--- config.mk ---
export PLATFORM = sky130hd
export DESIGN_NAME = alu_multicycle
export DESIGN_NICKNAME = d
export VERILOG_FILES = /design/src/rtl/alu_multicycle.sv
export SDC_FILE = /design/constraint.sdc
export NUM_CORES = 1
export LEC_CHECK = 0
export ABC_CLOCK_PERIOD_IN_PS = 5800
export CORE_UTILIZATION = 50
export DETAILED_ROUTE_END_ITERATION = 8
export HOLD_SLACK_MARGIN = 0.15
export PLACE_DENSITY = 0.77
export SETUP_SLACK_MARGIN = 0.1
export SKIP_LAST_GASP = 1
export SYNTH_ARGS = -nofsm -noshare
export SYNTH_HDL_FRONTEND = slang
export SYNTH_SLANG_ARGS = --single-unit
--- constraint.sdc ---
create_clock -name clk -period 5.8 [get_ports clk]
set_input_delay 1.16 -clock clk [delete_from_list [all_inputs] [get_ports clk]]
set_output_delay 1.16 -clock clk [all_outputs]
set_load 0.1 [all_outputs]
--- src/rtl/alu_multicycle.sv ---
// rtl/alu_multicycle.sv - multi-cycle ALU: single-cycle logic/arith, iterative MUL and optional UDIV/UREM.
// Optional divider enabled by defining ALU_DIV_EN.
module alu_multicycle #(
    parameter int WIDTH = 32
) (
    input  logic             clk,
    input  logic             reset,
    input  logic             start,
    input  logic [3:0]       alu_control,
    input  logic [WIDTH-1:0] src_a,
    input  logic [WIDTH-1:0] src_b,
    output logic             busy,
    output logic             done,
    output logic [WIDTH-1:0] alu_result,
    output logic [3:0]       alu_flags
);

    localparam int CW = $clog2(WIDTH + 1);

    typedef enum logic [1:0] {
        S_IDLE,
        S_MUL
`ifdef ALU_DIV_EN
        , S_DIV
`endif
    } state_t;

    state_t           state;
    logic [CW-1:0]    count;
    logic [WIDTH-1:0] acc;
    logic [WIDTH-1:0] opx;
    logic [WIDTH-1:0] opy;

    logic [WIDTH:0]   add_full;
    logic [WIDTH:0]   sub_full;
    logic [WIDTH-1:0] sc_res;
    logic             sc_c;
    logic             sc_v;
    logic [WIDTH-1:0] mul_next;
    logic             is_mul;

    function automatic logic [3:0] mk_flags(input logic [WIDTH-1:0] res, input logic c, input logic v);
        return {res[WIDTH-1], res == '0, c, v};
    endfunction

    always_comb begin
        add_full = {1'b0, src_a} + {1'b0, src_b};
        sub_full = {1'b0, src_a} + {1'b0, ~src_b} + {{WIDTH{1'b0}}, 1'b1};
        sc_res   = '0;
        sc_c     = 1'b0;
        sc_v     = 1'b0;
        case (alu_control)
            4'b0000: begin
                sc_res = add_full[WIDTH-1:0];
                sc_c   = add_full[WIDTH];
                sc_v   = (src_a[WIDTH-1] == src_b[WIDTH-1]) && (add_full[WIDTH-1] != src_a[WIDTH-1]);
            end
            4'b0001: begin
                sc_res = sub_full[WIDTH-1:0];
                sc_c   = sub_full[WIDTH];
                sc_v   = (src_a[WIDTH-1] != src_b[WIDTH-1]) && (sub_full[WIDTH-1] != src_a[WIDTH-1]);
            end
            4'b0010: sc_res = src_a & src_b;
            4'b0011: sc_res = src_a | src_b;
            4'b0100: sc_res = src_a ^ src_b;
            default: sc_res = '0;
        endcase
    end

    // MUL: acc accumulates, opx is the shifting multiplicand, opy the shifting multiplier.
    assign is_mul   = (alu_control == 4'b0101);
    assign mul_next = opy[0] ? (acc + opx) : acc;

`ifdef ALU_DIV_EN
    // DIV: acc is the partial remainder, opx shifts dividend bits out and quotient bits in.
    logic             is_div;
    logic             want_rem;
    logic             div_zero;
    logic [WIDTH:0]   div_shift;
    logic [WIDTH:0]   div_trial;
    logic             div_ok;
    logic [WIDTH-1:0] rem_next;
    logic [WIDTH-1:0] quo_next;
    logic [WIDTH-1:0] div_res;

    assign is_div = (alu_control == 4'b0110) || (alu_control == 4'b0111);

    always_comb begin
        div_shift = {acc, opx[WIDTH-1]};
        div_trial = div_shift - {1'b0, opy};
        div_ok    = ~div_trial[WIDTH];
        rem_next  = div_ok ? div_trial[WIDTH-1:0] : div_shift[WIDTH-1:0];
        quo_next  = {opx[WIDTH-2:0], div_ok};
        div_res   = want_rem ? rem_next : quo_next;
    end
`endif

    always_ff @(posedge clk) begin
        if (reset) begin
            state      <= S_IDLE;
            count      <= '0;
            acc        <= '0;
            opx        <= '0;
            opy        <= '0;
            busy       <= 1'b0;
            done       <= 1'b0;
            alu_result <= '0;
            alu_flags  <= 4'b0000;
`ifdef ALU_DIV_EN
            want_rem   <= 1'b0;
            div_zero   <= 1'b0;
`endif
        end else begin
            done <= 1'b0;
            case (state)
                S_IDLE: begin
                    if (start) begin
                        if (is_mul) begin
                            acc   <= '0;
                            opx   <= src_a;
                            opy   <= src_b;
                            count <= CW'(WIDTH);
                            busy  <= 1'b1;
                            state <= S_MUL;
`ifdef ALU_DIV_EN
                        end else if (is_div) begin
                            acc      <= '0;
                            opx      <= src_a;
                            opy      <= src_b;
                            want_rem <= alu_control[0];
                            div_zero <= (src_b == '0);
                            count    <= CW'(WIDTH);
                            busy     <= 1'b1;
                            state    <= S_DIV;
`endif
                        end else begin
                            alu_result <= sc_res;
                            alu_flags  <= mk_flags(sc_res, sc_c, sc_v);
                            done       <= 1'b1;
                        end
                    end
                end
                S_MUL: begin
                    acc   <= mul_next;
                    opx   <= opx << 1;
                    opy   <= opy >> 1;
                    count <= count - CW'(1);
                    if (count == CW'(1)) begin
                        alu_result <= mul_next;
                        alu_flags  <= mk_flags(mul_next, 1'b0, 1'b0);
                        busy       <= 1'b0;
                        done       <= 1'b1;
                        state      <= S_IDLE;
                    end
                end
`ifdef ALU_DIV_EN
                // A zero divisor naturally yields all-ones quotient and remainder = dividend.
                S_DIV: begin
                    acc   <= rem_next;
                    opx   <= quo_next;
                    count <= count - CW'(1);
                    if (count == CW'(1)) begin
                        alu_result <= div_res;
                        alu_flags  <= mk_flags(div_res, 1'b0, div_zero);
                        busy       <= 1'b0;
                        done       <= 1'b1;
                        state      <= S_IDLE;
                    end
                end
`endif
                default: state <= S_IDLE;
            endcase
        end
    end

endmodule

# After elaboration in Yosys (flattened, before gate mapping)
# Index checks and enable logic that the tools add are counted.
# word_totals
ff_bits,142
# classes
add_sub_neg,5
n_eq_ne,15
mux,36
bitwise_logic,4
n_reduce_logical,11
# op_table
op,n
$mux W32,10
$pmux W32 S2,4
$pmux W32 S5,1
$add A32 B32 Y33,2
$logic_not A32 Y1,2
$add A33 B1 Y33 const B,1
$add A32 B32 Y32,1
$and A32 B32 Y32,1
$not A32 Y32,1
$or A32 B32 Y32,1
$xor A32 B32 Y32,1
$mux W4,3
$mux W6,2
$pmux W6 S2,1
$eq A4 B2 Y1 const B,2
$eq A4 B3 Y1 const B,2
$ne A2 B2 Y1 const B,4
$pmux W1 S2,4
$pmux W4 S2,1
$reduce_and A4 Y1,2
$eq A6 B1 Y1 const B,1
$mux W1,6
$mux W2,3
$reduce_and A3 Y1,2
other kinds (10),13

# Depth between registers and ports, before layout
# depth
depth_word,9
ltp_mapped,16

# Worst setup path after synthesis
# Ideal clock, no wire load.
# synth_timing
kind,in2reg
from,input src_a[9]
to,register alu_flags[2]
arrival_time_ns,4.420
required_time_ns,5.739
slack_ns,1.320
stages,14
path_cell_list,inv_1 ha_1 buf_6 or4_4 a2111o_1 a311oi_1 nor3_1 o21ai_0 xnor2_1 o221ai_1 or3_1 or4_1 and4bb_1 a311o_2
# synth_between
elab_chain_cells,7
# synth_rtl
element,line_no,source
start: declaration,10,"input logic [WIDTH-1:0] src_a,"
$add A32 B32 Y33,48,"sub_full = {1'b0, src_a} + {1'b0, ~src_b} + {{WIDTH{1'b0}}, 1'b1};"
$add A33 B1 Y33,48,
$pmux W32 S5 (*),52,case (alu_control)
$logic_not A32 Y1 (*),43,"return {res[WIDTH-1], res == '0, c, v};"
$mux W4 (*),118,if (is_mul) begin
$mux W4 (*),117,if (start) begin
$pmux W4 S2 (*),115,case (state)
end signal: assignment,138,"alu_flags <= mk_flags(sc_res, sc_c, sc_v);"
end signal: assignment,150,"alu_flags <= mk_flags(mul_next, 1'b0, 1'b0);"
end: declaration,15,output logic [3:0] alu_flags
# Every way passes the cells marked *; elsewhere a longest branch is shown, timed or not. The select of a mux whose other input is x is not followed.
# A chain may end at the register's enable or synchronous reset.

# Worst setup path after layout
# layout_timing
from,input src_a[1]
to,register alu_flags[2]
# Same word-level chain as after synthesis.

==> summary.md <==
| Metric | Value |
|---|---|
| Root Buffer | clkbuf_16 |
| Multi-input logic area | 9868 um^2 |
| Fill cells | 2515 |
| Sequential power share | 32.6% |
| Unrepaired setup endpoints after global routing | no |
| Share of layout cells above drive strength 1 | 7.500% |
| Syn Inst Count | 1948 |
| EDFF count, synth | 0 |
| Post-CTS setup buffer count | 0 |
| Reg2reg start | acc[0] |
| Routed WL | 50.68 mm |
| Status | finished, violations left |
| Crit end category | flop |
| Non-Filler Instances | 2335 |
| Post-synthesis net count | 2159 |
| Sequential cell area | 2788 um^2 |
| Slew @ Worst Pin | 1.039 ns |
| Violated checks | DRC |
| Hold Violations, Final | 0 |
| Max-slew headroom | 30.51% |
| RD Place Congestion | 1.032 |
| Register area share after synthesis | 20.53% |
| Clock group share of total power | 38.4% |
| Sw frac | 36.99% |
| Die Span X | 166.6 um |
| Total GRT Usage | 36.12% |
| Critical-path maximum fanout | 5 |
| Mapped cell area | 13550 um^2 |
| Hold Crit Class | reg -> reg |
| Switch Pwr | 1.131 mW |
| Synth warn | 0 |
| Main synth FF type | dfxtp_1 |
| Nets | 2198 |
| Clk sink count | 139 |
| Fmax | 0.1938 GHz |
| Pre-antenna DRT Iters | 8 |
| Routed vias | 14850 |
| Site row count | 59 |
| Avg Synthesized Cell Area | 6.957 um^2 |
| Skew-Pair Late Insertion Delay | 0.45 ns |
| Core Area | 26350 um^2 |
| First-pass GRT wire length | 78.72 mm |
| Grt total ovfl | 0 |
| H-Tree Depth | 4 |
| Setup Skew | 0.01508 ns |
| Post-synth cell types | 85 |
| Int Power | 1.927 mW |
| Placed insts | 2303 |
| Min cycle time layout | 5.161 ns |
| Setup CP Type | in -> reg |
| Hold WS | 0.4543 ns |
| DRT iter0 DRCs | 1697 |
| Min-delay src | alu_result[18] |
| Reg clk slew, reported paths | 0.07 ns |
| Post-DP HPWL | 38.68 mm |
| Comb power frac | 29.0% |
| CTS Hold Bufs | 0 |
| Largest net degree at the start of global routing | 84 |
| Die footprint | 27770 um^2 |
| Initial Util | 51.42% |
| Critical path data required time | 6.20 ns |
| Leak | 6.598 nW |
| Data arrival, critical path | 5.56 ns |
| Synthesis-to-finish area growth | 14.61% |
| Clock tree buffer depth | 2 |
| Post-cts gate resize count | 0 |
| Chip height | 166.6 um |
| CTS tree | built |
| Yosys reg bits | 139 |
| Avg Vias per Cell | 6.358 |
| Io pins | 109 |
| Initial antenna violation count | 0 |
| P per Cell Area | 196.9 nW/um^2 |
| Final period utilization | 88.98% |
| Num CTS Buffers | 17 |
| Peak supply drop | 0.1150 mV |
| Setup tns final | 0 ns |
| Drc violations | 7 |
| Final slew viol count | 0 |
| Number of global-route vias before repair | 13850 |
| CP startpoint | src_a[1] |
| Post-detailed-route count of antenna-violating nets | 0 |
| Max_cap viols | 0 |
| ANT cells | 0 |
| Async set or reset register ratio after synthesis | 0% |
| Setup Viol. Count Final | 0 |
| Avg WL per Cell | 21.70 um |
| Port bufs | 108 |
| Crit path launch type | input port |
==> layout make-up <==
class	count	share of cell area, %
Clock buffer	20	3.077
Clock inverter	12	0.8056
Timing Repair Buffer	159	9.393
Tap cell	335	2.699
Inverter	105	2.538
Sequential cell	139	17.95
Multi-Input combinational cell	1565	63.54
==> critical path: stages <==
cell and delay, ns:
clkdlybuf4s50_1 0.61, inv_1 0.10, ha_1 0.35, or2_2 0.32, a221oi_2 0.45, o311a_1 0.32
o21ai_0 0.18, xor2_1 0.19, a2111oi_1 0.50, o21ai_0 0.23, nor4_1 0.21, nand3_1 0.11
or4_1 0.42, and4bb_1 0.29, a311o_2 0.11
==> path summary, 6_finish.rpt <==
path | to | slack (ns) | cells after the start
max reg2reg | alu_flags[2] | 1.42 | 14
min | alu_result[18] | 0.45 | 2
min reg2reg | alu_result[18] | 0.45 | 2
max | alu_flags[2] | 0.64 | 15
==> power groups by stage <==
stage | clock [mW] | sequential [mW] | combinational (mW)
after floorplan | 0 | 1.10 | 0.485
after global placement | 0 | 1.02 | 0.863
after detailed placement | 0 | 1.02 | 0.862
after CTS | 1.18 | 0.996 | 0.867
after global routing | 1.22 | 0.998 | 0.947
final | 1.17 | 0.997 | 0.887
==> placed cells by master (no fill, tap or decap), types with 30 or more instances in the layout <==
| master | synthesis | routed |
|---|---|---|
| clkdlybuf4s50_1 | 0 | 106 |
| inv_1 | 105 | 105 |
| o211ai_1 | 30 | 30 |
| ha_1 | 137 | 137 |
| nand2_1 | 137 | 137 |
| nor3_1 | 32 | 31 |
| a22oi_1 | 36 | 36 |
| nor2_1 | 337 | 336 |
| buf_4 | 3 | 53 |
| nand3_1 | 37 | 36 |
| o21ai_0 | 71 | 71 |
| dfxtp_1 | 139 | 137 |
| a21oi_1 | 290 | 289 |
==> sequential cells by signal (all words and copies together), names as in the netlist <==
register / count
acc: 32
alu_flags: 4
alu_result: 31
busy: 1
count: 6
done: 1
opx: 32
opy: 32
==> Yosys cell counts (17+ instances only) <==
cell      number  area [um^2]
nand3_1       37        185.2
nor3_1        32        160.2
o211ai_1      30        225.2
dfxtp_1      139         2783
xnor2_1       29        254.0
inv_1        105        394.1
clkbuf_1     111        416.7
a22oi_1       36        270.3
a21o_1        29        217.7
o21ai_0       71        355.3
nand4_1       26        162.7
a21oi_1      290         1451
a211oi_1      22        165.2
a31oi_1       17        106.4
buf_1         18        67.56
ha_1         137         1714
nand2_1      137        514.2
nor2_1       337         1265
mux2_2        20        225.2
==> stage by stage <==
step / utilization (%) / setup WS [ns] / instance area (um^2) / total power, mW
CTS: 58.93 / 0.7267 / 15530 / 3.040
global route: 58.93 / 0.4126 / 15530 / 3.167
floorplan: - / 1.320 / 13550 / 1.588
global placement: 56.64 / 0.3364 / 14930 / 1.880
finish: 58.93 / 0.6390 / 15530 / 3.058
detailed placement: 56.64 / 0.2660 / 14930 / 1.880
==> routing by layer <==
| metal | GRT usage, % | wire, um | up-vias |
|---|---|---|---|
| met5 | 0 | 0 | - |
| met4 | 13.33 | 1623 | 0 |
| met3 | 4.183 | 3806 | 105 |
| met2 | 58.20 | 22680 | 697 |
| met1 | 49.44 | 22560 | 6982 |
| li1 | - | - | 7063 |
==> cell families (layout without fill, tap and decap cells) <==
group / after synthesis / after routing / synth area share (%)
AOI/OAI and AO/OA: 655 / 655 / 30.96
xor gates and xnor gates: 39 / 39 / 2.520
adders and majority gates: 140 / 140 / 13.09
buffers and inverters: 244 / 296 / 6.952
DFF: 139 / 139 / 20.53
muxes: 29 / 29 / 2.327
and+or+nand+nor: 702 / 702 / 23.62
Power figures use the tool's default switching activity.
